File: src/rtl/pprm_inverter_arbiter.sv
// Round-robin arbiter feeding one shared GF(2^8) inverter through a two-stage
// valid/ready pipeline (S1 = granted operand, S2 = registered inverse).

module pprm_inverter (
    input  logic [7:0] a_i,
    output logic [7:0] inv_o
);
    function automatic logic [7:0] gf_mul(input logic [7:0] a, input logic [7:0] b);
        logic [7:0] p;
        logic [7:0] x;
        p = 8'h00;
        x = a;
        for (int i = 0; i < 8; i++) begin
            if (b[i]) p = p ^ x;
            x = {x[6:0], 1'b0} ^ (x[7] ? 8'h1B : 8'h00);
        end
        return p;
    endfunction

    // a^254 = (a^127)^2; a^(2^(k+1)-1) = (a^(2^k-1))^2 * a. Maps 0 to 0 for free.
    logic [7:0] t;
    always_comb begin
        t = a_i;
        for (int k = 0; k < 6; k++) begin
            t = gf_mul(gf_mul(t, t), a_i);
        end
        inv_o = gf_mul(t, t);
    end
endmodule

module pprm_inverter_arbiter #(
    parameter int N_REQ = 4,
    parameter int ID_W  = 2
) (
    input  logic                 clk,
    input  logic                 rst,
    input  logic [N_REQ-1:0]     req_valid,
    input  logic [8*N_REQ-1:0]   req_data,
    output logic [N_REQ-1:0]     req_ready,
    output logic                 resp_valid,
    input  logic                 resp_ready,
    output logic [7:0]           resp_data,
    output logic [ID_W-1:0]      resp_id,
    output logic                 busy
);
    logic            s1_valid_q, s1_valid_d;
    logic [7:0]      s1_data_q, s1_data_d;
    logic [ID_W-1:0] s1_id_q, s1_id_d;
    logic            resp_valid_q, resp_valid_d;
    logic [7:0]      resp_data_q, resp_data_d;
    logic [ID_W-1:0] resp_id_q, resp_id_d;
    logic [ID_W-1:0] rr_ptr_q, rr_ptr_d;

    logic             adv1, adv2, gnt_any, xfer;
    logic [ID_W-1:0]  gnt_idx;
    logic [N_REQ-1:0] grant;
    logic [7:0]       gnt_data, inv_data;
    int               pos;

    assign adv2 = ~resp_valid_q | resp_ready;
    assign adv1 = ~s1_valid_q | adv2;

    // First valid requester at or above rr_ptr, wrapping modulo N_REQ.
    always_comb begin
        gnt_any = 1'b0;
        gnt_idx = '0;
        pos     = 0;
        for (int k = 0; k < N_REQ; k++) begin
            pos = int'(rr_ptr_q) + k;
            if (pos >= N_REQ) pos = pos - N_REQ;
            if (!gnt_any && req_valid[pos]) begin
                gnt_any = 1'b1;
                gnt_idx = ID_W'(pos);
            end
        end
        for (int i = 0; i < N_REQ; i++) begin
            grant[i] = gnt_any && (gnt_idx == ID_W'(i));
        end
    end

    assign gnt_data  = req_data[8*int'(gnt_idx) +: 8];
    assign req_ready = (adv1 && !rst) ? grant : '0;
    assign xfer      = adv1 & gnt_any & ~rst;

    pprm_inverter u_inv (
        .a_i   (s1_data_q),
        .inv_o (inv_data)
    );

    always_comb begin
        s1_valid_d   = s1_valid_q;
        s1_data_d    = s1_data_q;
        s1_id_d      = s1_id_q;
        resp_valid_d = resp_valid_q;
        resp_data_d  = resp_data_q;
        resp_id_d    = resp_id_q;
        rr_ptr_d     = rr_ptr_q;
        if (adv2) begin
            resp_valid_d = s1_valid_q;
            resp_data_d  = inv_data;
            resp_id_d    = s1_id_q;
        end
        if (adv1) begin
            s1_valid_d = gnt_any;
            if (gnt_any) begin
                s1_data_d = gnt_data;
                s1_id_d   = gnt_idx;
            end
        end
        if (xfer) begin
            rr_ptr_d = (gnt_idx == ID_W'(N_REQ - 1)) ? '0 : gnt_idx + ID_W'(1);
        end
    end

    always_ff @(posedge clk) begin
        if (rst) begin
            s1_valid_q   <= 1'b0;
            s1_data_q    <= '0;
            s1_id_q      <= '0;
            resp_valid_q <= 1'b0;
            resp_data_q  <= '0;
            resp_id_q    <= '0;
            rr_ptr_q     <= '0;
        end else begin
            s1_valid_q   <= s1_valid_d;
            s1_data_q    <= s1_data_d;
            s1_id_q      <= s1_id_d;
            resp_valid_q <= resp_valid_d;
            resp_data_q  <= resp_data_d;
            resp_id_q    <= resp_id_d;
            rr_ptr_q     <= rr_ptr_d;
        end
    end

    assign resp_valid = resp_valid_q;
    assign resp_data  = resp_data_q;
    assign resp_id    = resp_id_q;
    assign busy       = s1_valid_q | resp_valid_q;
endmodule
File: config.mk
export PLATFORM = sky130hd
export DESIGN_NAME = pprm_inverter_arbiter
export DESIGN_NICKNAME = d
export VERILOG_FILES = /design/src/rtl/pprm_inverter_arbiter.sv
export SDC_FILE = /design/constraint.sdc
export NUM_CORES = 1
export LEC_CHECK = 0
export ABC_AREA = 1
export CORE_ASPECT_RATIO = 1.1
export CORE_MARGIN = 2
export CORE_UTILIZATION = 44
export DETAILED_ROUTE_END_ITERATION = 10
export PLACE_DENSITY = 0.61
export SYNTH_ARGS = -nofsm -noshare
export SYNTH_HDL_FRONTEND = slang
export SYNTH_SLANG_ARGS = --single-unit
File: constraint.sdc
create_clock -name clk -period 43.5 [get_ports clk]
set_input_delay 6.525 -clock clk [delete_from_list [all_inputs] [get_ports clk]]
set_output_delay 6.525 -clock clk [all_outputs]
set_load 0.01 [all_outputs]
==> impl_metrics.csv <==
group,metric,value,unit
status,status,"finished, final reports clean",
critical_path,end_kind,"flip-flop",
hold_path,min_path_type,"reg2reg",
job,maxCapViolCount,0,
drt,vias_per_cell,5.16,
global_route,grtUsageTotal,0.253,
clock_tree,post_cts_buffers,0,
critical_path,crit_slowest_cell,"buf_4",
synth,avgSynthCellArea,5.30,µm²
timing,max_slew_margin,0.416,
drt,vias,29000,
final_layout,area_growth,1.39,%
final_layout,fill_cells,6547,
final_layout,layout_common_cells,"nand2_1, nand3_1, inv_1",
drt,wirelength,79.1,mm
critical_path,crit_buf_inv,25,
final_layout,multi_input_area,0.0217,mm²
floorplanning,dieArea,0.0613,mm²
synth,synth_compound_area_frac,0.0259,
clock_tree,cts_inserted_buffers,3,
synth,synth_area,0.0261,mm²
synth,synth_seq_cells,24,
timing,max_freq,51.8,MHz
clock_tree,ctsLongestPathBuffers,2,
floorplanning,core,0.0586,mm²
synth,yosysUniqueCellTypes,59,
drt,drc,0,
critical_path,critPathKind,"reg2reg",
timing,tightest_slew,0.875,ns
floorplanning,pin_count,55,
timing,final_max_slew_viol_count,0,
synth,synth-async-reset-ratio,0,
synth,synth_fa_ha_area_frac,0.00528,
clock_tree,cts-root-buf,"clkbuf_16",
floorplanning,die_h,259,µm
critical_path,start_kind,"flip-flop",
timing,skew,0.00216,ns
global_route,grt_max_degree,58,
timing,fin_crit,19.32,ns
critical_path,critPathMaxFanout,57,
synth,ys_warn_count,0,
synth,ys_seq_area_frac,0.0184,
final_layout,utilization,0.451,
timing,final.period_utilization,0.444,
timing,tns,0,ns
critical_path,arrival,19.51,ns
timing,finalSetupViolations,0,
critical_path,required,43.69,ns
clock_tree,clkTransAtPathRegs,0.08,ns
synth,ys.flop_type,"dfxtp_1",
critical_path,cp_common_cell,"nand2_1",
synth,synth_xor_area_frac,0.0314,
global_route,grt_pass1_wl,131,mm
timing,final_hold_viol_count,0,
floorplanning,initial_core_util,0.445,
placed_design,place_congestion,0.945,
clock_tree,cts_tree,"built",
clock_tree,post_cts_resized,0,
drt,wl_per_cell,14.1,µm
global_route,grt-ovfl-total,0,
final_layout,regArea,500,µm²
final_layout,diodes,0,
timing,rsz0062_at_grt,"false",
clock_tree,insertion_delay,0.29,ns
placed_design,place_hpwl,62.0,mm
critical_path,crit_family,"simple AND/OR/NAND/NOR gates",
clock_tree,ctsHoldBuffers,0,
drt,ant_nets,0,
clock_tree,htree_num_levels,1,
drt,firstDrtPassIters,5,
global_route,antenna_found_initial,1,
final_layout,layout.nets,4913,
critical_path,slowest_delay,0.64,ns
clock_tree,numClockSinks,24,
final_layout,drive_gt1_frac,0.195,
synth,synth.mux.area_fraction,0.00345,
final_layout,final_common_cell,"nand2_1",
drt,first_iter_violations,2071,
global_route,grt_pass1_vias,26200,
floorplanning,rows,93,
synth,synth-simple-area-share,0.765,
synth,synth_top_family_by_area,"simple AND/OR/NAND/NOR gates",
floorplanning,die_w,236,µm
placed_design,io_buffers,54,
synth,syn_nets,4971,
synth,synth_cells,4921,
synth,synth-edff-count,0,
-- path summary, 6_finish.rpt --
path                start           end  slack [ns]  cells past startpoint
max reg2reg  s1_data_q[1]  resp_data[3]       24.18                    139
min reg2reg    resp_id[0]    resp_id[0]        0.49                      2
min            resp_id[0]    resp_id[0]        0.49                      2
max          s1_data_q[1]  resp_data[3]       24.18                    139
-- cell usage after synthesis, types with 19 or more instances --
| cell type | number | share of area |
|---|---|---|
| nand2_1 | 1990 | 0.29 |
| nand3_4 | 19 | 0.013 |
| dfxtp_1 | 24 | 0.018 |
| xor2_1 | 41 | 0.014 |
| a21oi_1 | 23 | 0.0044 |
| o21ai_0 | 44 | 0.0084 |
| nand3_2 | 144 | 0.055 |
| buf_6 | 24 | 0.010 |
| inv_1 | 488 | 0.070 |
| nor2_1 | 226 | 0.033 |
| nand4_1 | 44 | 0.011 |
| nor2_2 | 36 | 0.0086 |
| nand3_1 | 846 | 0.16 |
| nand2_2 | 333 | 0.080 |
| clkinv_1 | 21 | 0.0030 |
| nand2_4 | 171 | 0.074 |
| nand3b_1 | 31 | 0.0089 |
| clkbuf_8 | 36 | 0.019 |
| nand2_8 | 21 | 0.016 |
| xnor2_1 | 22 | 0.0074 |
| inv_2 | 113 | 0.016 |
| o21ai_1 | 23 | 0.0044 |
-- state kept, by name, summed over array words and instances (netlist names) --
signal,cells
resp_data,8
resp_valid,1
s1_valid_q,1
s1_id_q,2
resp_id,2
rr_ptr_q,2
s1_data_q,8
-- cell type report --
class                      count  area share
clock inverter                 1     0.00114
clock buffer                   3     0.00284
timing repair buffer          66      0.0238
inverter                     652      0.0978
multi-input combinational   4116       0.820
tap                          760      0.0360
sequential                    24      0.0189
-- metal layers --
| metal | wire [µm] | GRT usage |
|---|---|---|
| met5 | 0 | 0 |
| met4 | 2000 | 0.0658 |
| met3 | 3470 | 0.00649 |
| met2 | 36500 | 0.445 |
| met1 | 37100 | 0.342 |
-- worst reg2reg max path, delay by kind of cell (launching register included) --
| kind | cells | cell delay, ns |
|---|---|---|
| buf+inv | 25 | 2.88 |
| simple gates | 101 | 11.75 |
| fa+ha+maj | 6 | 2.45 |
| xor+xnor | 6 | 1.53 |
| compound gates | 1 | 0.13 |
| flops | 1 | 0.51 |
-- metrics by stage --
stage               setup WS (ns)  area [µm²]  cells  hold slack [ns]
floorplan                   27.40       26100   4921            0.430
global placement            24.71       26300   5618            0.466
detailed placement          24.45       26300   5618            0.476
CTS                         24.40       26400   5622            0.494
global route                22.09       26400   5622            0.524
finish                      24.18       26400   5622            0.486
-- kinds of logic after synthesis --
kind of cell | count (synthesis)
DFF | 24
AOI/OAI and AO/OA | 118
buffers and inverters | 781
xor gates and xnor gates | 77
adders and majority gates | 11
muxes | 9
and+or+nand+nor | 3901
Power is left out: the tool's default activity adds up to more than one toggle a clock period on the data nets, which glitch-free logic cannot reach.
